## src/rtl/fetch_pkg.sv

```systemverilog
// Shared constants and types for the instruction fetch stage.
package fetch_pkg;

  localparam int ADDR_WIDTH = 64;
  localparam int INST_WIDTH = 32;
  localparam logic [INST_WIDTH-1:0] NOP_INST = 32'h00000013;
  localparam int PC_STEP = 4;

  typedef enum logic [1:0] {
    BOOT  = 2'd0,
    RUN   = 2'd1,
    FAULT = 2'd2
  } fetch_state_t;

endpackage

```

## src/rtl/fetch_pipe_reg.sv

```systemverilog
// IF/ID pipeline register: captures a fetched {pc, inst} pair and holds it
// until decode takes it; a flush drops it, reset reloads the NOP.
module fetch_pipe_reg
  import fetch_pkg::*;
#(
  parameter int AW = 64,
  parameter int IW = 32
) (
  input  logic          clk_i,
  input  logic          rst_n_i,
  input  logic          load_i,
  input  logic          flush_i,
  input  logic [AW-1:0] pc_i,
  input  logic [IW-1:0] inst_i,
  output logic          valid_o,
  output logic [AW-1:0] pc_o,
  output logic [IW-1:0] inst_o
);

  logic          valid_q;
  logic [AW-1:0] pc_q;
  logic [IW-1:0] inst_q;

  // Flush only clears valid; the stale payload is harmless once invalid.
  always_ff @(posedge clk_i) begin
    if (!rst_n_i) begin
      valid_q <= 1'b0;
      pc_q    <= '0;
      inst_q  <= IW'(NOP_INST);
    end else if (flush_i) begin
      valid_q <= 1'b0;
    end else if (load_i) begin
      valid_q <= 1'b1;
      pc_q    <= pc_i;
      inst_q  <= inst_i;
    end
  end

  assign valid_o = valid_q;
  assign pc_o    = pc_q;
  assign inst_o  = inst_q;

endmodule

```

## src/rtl/fetch_unit.sv

```systemverilog
// Instruction fetch stage: owns the PC, drives instruction memory, feeds
// decode through the IF/ID register, handles redirects and misaligned faults.
module fetch_unit #(
  parameter int                    ADDR_WIDTH   = 64,
  parameter int                    INST_WIDTH   = 32,
  parameter logic [ADDR_WIDTH-1:0] RESET_VECTOR = '0
) (
  input  logic                   clk_in,
  input  logic                   rst_n_in,
  output logic [ADDR_WIDTH-1:0]  imem_addr_out,
  input  logic [INST_WIDTH-1:0]  imem_data_in,
  input  logic                   redirect_valid_in,
  input  logic [ADDR_WIDTH-1:0]  redirect_pc_in,
  output logic                   id_valid_out,
  output logic [ADDR_WIDTH-1:0]  id_pc_out,
  output logic [INST_WIDTH-1:0]  id_inst_out,
  input  logic                   id_ready_in,
  output logic                   fault_out,
  output logic [ADDR_WIDTH-1:0]  fault_pc_out,
  output logic [63:0]            fetch_count_out,
  output fetch_pkg::fetch_state_t state_out
);

  import fetch_pkg::*;

  fetch_state_t          state_q;
  logic [ADDR_WIDTH-1:0] pc_q;
  logic [ADDR_WIDTH-1:0] pc_d;
  logic                  fault_q;
  logic [ADDR_WIDTH-1:0] fault_pc_q;
  logic [63:0]           count_q;

  logic redir_take;
  logic redir_aligned;
  logic adv;
  logic load;
  logic accept;

  // Handshake: decode owns the instruction on id_* in any cycle where
  // id_valid_out && id_ready_in; until then id_* is held stable. A redirect
  // in the same cycle overrides the transfer (wrong path, not counted).
  assign redir_take    = redirect_valid_in && (state_q != BOOT);
  assign redir_aligned = (redirect_pc_in[1:0] == 2'b00);
  assign adv           = !id_valid_out || id_ready_in;
  assign load          = (state_q == RUN) && !redirect_valid_in && adv;
  assign accept        = id_valid_out && id_ready_in && !redirect_valid_in;
  assign pc_d          = pc_q + ADDR_WIDTH'(PC_STEP);

  always_ff @(posedge clk_in) begin
    if (!rst_n_in) begin
      state_q    <= BOOT;
      pc_q       <= RESET_VECTOR;
      fault_q    <= 1'b0;
      fault_pc_q <= '0;
      count_q    <= '0;
    end else begin
      if (accept) begin
        count_q <= count_q + 64'd1;
      end
      case (state_q)
        BOOT: state_q <= RUN;
        RUN, FAULT: begin
          if (redirect_valid_in) begin
            if (redir_aligned) begin
              state_q <= RUN;
              pc_q    <= redirect_pc_in;
              fault_q <= 1'b0;
            end else begin
              state_q    <= FAULT;
              fault_q    <= 1'b1;
              fault_pc_q <= redirect_pc_in;
            end
          end else if ((state_q == RUN) && adv) begin
            pc_q <= pc_d;
          end
        end
        default: state_q <= BOOT;
      endcase
    end
  end

  fetch_pipe_reg #(
    .AW (ADDR_WIDTH),
    .IW (INST_WIDTH)
  ) u_pipe (
    .clk_i   (clk_in),
    .rst_n_i (rst_n_in),
    .load_i  (load),
    .flush_i (redir_take),
    .pc_i    (pc_q),
    .inst_i  (imem_data_in),
    .valid_o (id_valid_out),
    .pc_o    (id_pc_out),
    .inst_o  (id_inst_out)
  );

  assign imem_addr_out   = pc_q;
  assign fault_out       = fault_q;
  assign fault_pc_out    = fault_pc_q;
  assign fetch_count_out = count_q;
  assign state_out       = state_q;

endmodule

```

## config.mk

```make
export PLATFORM = sky130hd
export DESIGN_NAME = fetch_unit
export DESIGN_NICKNAME = d
export VERILOG_FILES = /design/src/rtl/fetch_pkg.sv /design/src/rtl/fetch_pipe_reg.sv /design/src/rtl/fetch_unit.sv
export SDC_FILE = /design/constraint.sdc
export NUM_CORES = 1
export LEC_CHECK = 0
export BUFFER_PORTS_ARGS = -buffer_cell sky130_fd_sc_hd__buf_4
export CORE_AREA = 2 2 191 136
export CTS_BUF_LIST = sky130_fd_sc_hd__clkbuf_8
export DETAILED_ROUTE_END_ITERATION = 7
export DIE_AREA = 0 0 193 138
export PLACE_DENSITY = 0.82
export SYNTH_ARGS = -nofsm -noshare
export SYNTH_HDL_FRONTEND = slang
export SYNTH_SLANG_ARGS = --single-unit
export TNS_END_PERCENT = 100
```

## constraint.sdc

```tcl
create_clock -name clk_in -period 2.9 [get_ports clk_in]
set_clock_uncertainty 0.2 [all_clocks]
set_input_delay 0.145 -clock clk_in [delete_from_list [all_inputs] [get_ports clk_in]]
set_output_delay 0.145 -clock clk_in [all_outputs]
set_load 0.02 [all_outputs]
```

==> results_dict.tcl <==
set metrics [dict create \
    crit_fanout 15 \
    fin_ws_ns 0.166 \
    whs_path_depth 4 \
    period_minus_slack_ns 2.73 \
    reg2regPathDepth 7 \
    drive_above_1_share_pct 24.7 \
    fillers 1890 \
    hold_violations 0 \
    regToRegStartpoint "imem_addr_out[2]" \
    die_area_mm2 0.0266 \
    max_freq_ghz 0.366 \
    via_per_inst 6.01 \
    yosysTopAreaCell "dfxtp_1" \
    htreeDepth 2 \
    die_h_um 138 \
    synth_xor_area_share_pct 1.85 \
    ctsLongestPathBuffers 3 \
    io-pin-count 392 \
    top_layer "met4" \
    grt_start_max_net_pins 105 \
    routed_wl_um 50000 \
    grt_usage_pct 35.9 \
    yosys_warnings 0 \
    synthesis.area_mm2 0.0132 \
    dpl.cell_count 2344 \
    critPathLaunchType "flop" \
    slew_headroom_pct 52.8 \
    synthMuxAreaShare_pct 0.312 \
    vias 15300 \
    synth_nets 1802 \
    pre_cts_slack_ns 0.235 \
    dp_hpwl_um 32800 \
    stdcell_count 2540 \
    cp.arrival_ns 3.02 \
    hold_class "input pin to flop" \
    ctsHoldBuffers 112 \
    cts_setup_buffers 0 \
    rsz0062_at_grt "no" \
    syn-mean-instance-area_um2 7.80 \
    first_pass_iters 6 \
    start_util_pct 52.6 \
    met2WireLength_um 22600 \
    drt-wirelength-per-cell_um 19.7 \
    die_width_um 193 \
    wl_met1_um 19900 \
    r2r_slack_ns 0.17 \
    r2r_end "imem_addr_out[58]" \
    io_buffers 391 \
    power.density_mw_per_mm2 527 \
    wl_met3_um 5290 \
    synth_top_family_by_area "simple AND/OR/NAND/NOR gates" \
    ir_drop_v 0.000365 \
    fin_crit_sh_pct 94.3 \
    synthArstFlopShare_pct 0 \
    hold_ws_ns 0.197 \
    synth-simple-area-share_pct 29.7 \
    setup_viol 0 \
    coreArea_mm2 0.0251 \
    drt_iter0_markers 1401 \
    synth_edf_count 0 \
    nets 2277 \
    clk_latency_ns 0.56 \
    synth.distinct_cells 78 \
    yosys-top-cells-area "dfxtp_1 44%, nand2_1 12%, a21oi_1 8.5%, clkbuf_1 2.7%, nor2_1 2.6%" \
    status "completed" \
    ys.flop_type "dfxtp_1" \
    clkSinkCount 292 \
    placed_cell_area_mm2 0.0166 \
    areaGrowthSynthToFinish_pct 40.8 \
    gp_congestion 0.909 \
    yosysSeqAreaShare_pct 44.2 \
    grt_pass1_vias 14400 \
    worst_path_max_delay_cell "or4b_1" \
    clk_pin_slew_worst_paths_ns 0.07 \
    numCtsBuffers 45 \
    finalPower_mw 9.82 \
    fin_area_mm2 0.0186 \
    grt_pass1_wl_um 77200 \
    synthAdderAreaFrac_pct 0.473 \
    tns_ns 0 \
    syn_inst 1697 \
    antenna_found_initial 3 \
    crit_path_max_incr_delay_ns 0.55 \
    tritoncts "built" \
    rows 49 \
    synth-compound-area-share_pct 19.2 \
    worstPathRequired_ns 3.19 \
    worst_pin_slew_ns 0.709 \
    worst_hold_startpoint "redirect_pc_in[19]" \
    path_cells "ha_1, nand4_2, nor4_2, buf_4, nand2_1, or4b_1, a31oi_1" \
    worstSetupPathType "flop to flop" \
    ant_nets 0 \
    p_leak_nw 7.36 \
    utilization_pct 74.1 \
    maxSlewViolCount 0 \
    min_to "fault_pc_out[19]" \
    post_cts_resize_count 0 \
    cts_root_buf "clkbuf_8" \
    overflow 0 \
    drc_errors 0 \
    synth-seq-cells 292 \
    crit_path_end_kind "flop" \
    synth_top_cell_area_share_pct 44.2 \
    drv_cap 0 \
]
[cell type report]
cell class                 instances  area, µm²  share of cell area [%]
antenna                            2       5.00                  0.0269
clock inverter                    21       88.8                   0.477
clock buffer                      61        840                    4.51
multi-input combinational       1261       6860                    36.8
timing repair buffer             549       4490                    24.1
inverter                          23       93.8                   0.504
tap                              331        414                    2.22
sequential                       292       5850                    31.4
[placed cells by master (no fill, tap or decap), types with 6 or more instances in the layout]
cell type	count
nor2b_1	7
and2_1	9
a211oi_1	10
o31ai_1	19
buf_4	430
nand2_1	414
a21boi_0	6
dlygate4sd3_1	112
o21ai_0	43
a21oi_1	223
or4_1	30
o21bai_1	6
xor2_1	16
and3_1	19
nor3_1	20
buf_12	7
or3_1	12
o211ai_1	22
a31oi_1	27
nand3_1	60
xnor2_1	12
clkbuf_8	61
nor4_4	6
nand4_1	55
nor4_1	24
dfxtp_1	292
and4_1	17
nor2_1	91
inv_1	36
a22oi_1	13
[worst max-delay path by stage]
stage | startpoint | to | slack [ns] | cells after the start
after CTS | imem_addr_out[2] | imem_addr_out[58] | 0.22 | 7
after global routing | imem_addr_out[2] | imem_addr_out[58] | 0.04 | 7
after detailed placement | imem_addr_out[2] | imem_addr_out[58] | 0.23 | 7
final | imem_addr_out[2] | imem_addr_out[58] | 0.17 | 7
after floorplan | state_out[0] | imem_addr_out[53] | 0.37 | 7
after global placement | imem_addr_out[2] | imem_addr_out[58] | 0.33 | 7
[state kept, by name, indices dropped and copies added, names as in the netlist]
signal and cells:
fault_out 1, fault_pc_out 64, fetch_count_out 64, imem_addr_out 64, state_out 2, u_pipe.inst_o 32
u_pipe.pc_o 64, u_pipe.valid_o 1
[synth_stat cells (13+ instances only)]
| master | n |
|---|---|
| a31oi_1 | 27 |
| nor4_1 | 24 |
| a22oi_1 | 13 |
| a21oi_1 | 224 |
| nand2_1 | 416 |
| xor2_1 | 16 |
| dfxtp_1 | 292 |
| o211ai_1 | 22 |
| nand4_1 | 55 |
| nand3_1 | 60 |
| nor3_1 | 21 |
| clkbuf_1 | 94 |
| and3_1 | 19 |
| inv_1 | 22 |
| or4_1 | 30 |
| o31ai_1 | 19 |
| nor2_1 | 93 |
| o21ai_0 | 43 |
| and4_1 | 17 |
[cells by family (layout without fill, tap and decap cells)]
logic type | after synthesis | in the layout
buffers and inverters | 144 | 654
xor gates and xnor gates | 28 | 28
adders and majority gates | 5 | 5
DFF | 292 | 292
and+or+nand+nor | 802 | 802
muxes | 4 | 4
other | 0 | 2
AOI/OAI and AO/OA | 422 | 422
[power by group]
group | switching, mW | internal (mW)
Combinational | 1.14 | 0.734
Clock | 1.64 | 1.87
Sequential | 0.226 | 4.21
[per-layer routing]
layer | vias to the layer above | GRT usage (%)
met5 | - | 0
met3 | 175 | 8.25
met2 | 858 | 56.6
li1 | 7019 | -
met4 | 0 | 15.8
met1 | 7211 | 47.1
[worst max-delay path: cells and delay by family (launching register included)]
kind	cells	cell delay, ns
simple gates	4	1.22
flops	1	0.48
fa+ha+maj	1	0.33
buf+inv	1	0.26
compound gates	1	0.16
No activity file was read; power rests on OpenSTA's default activity.
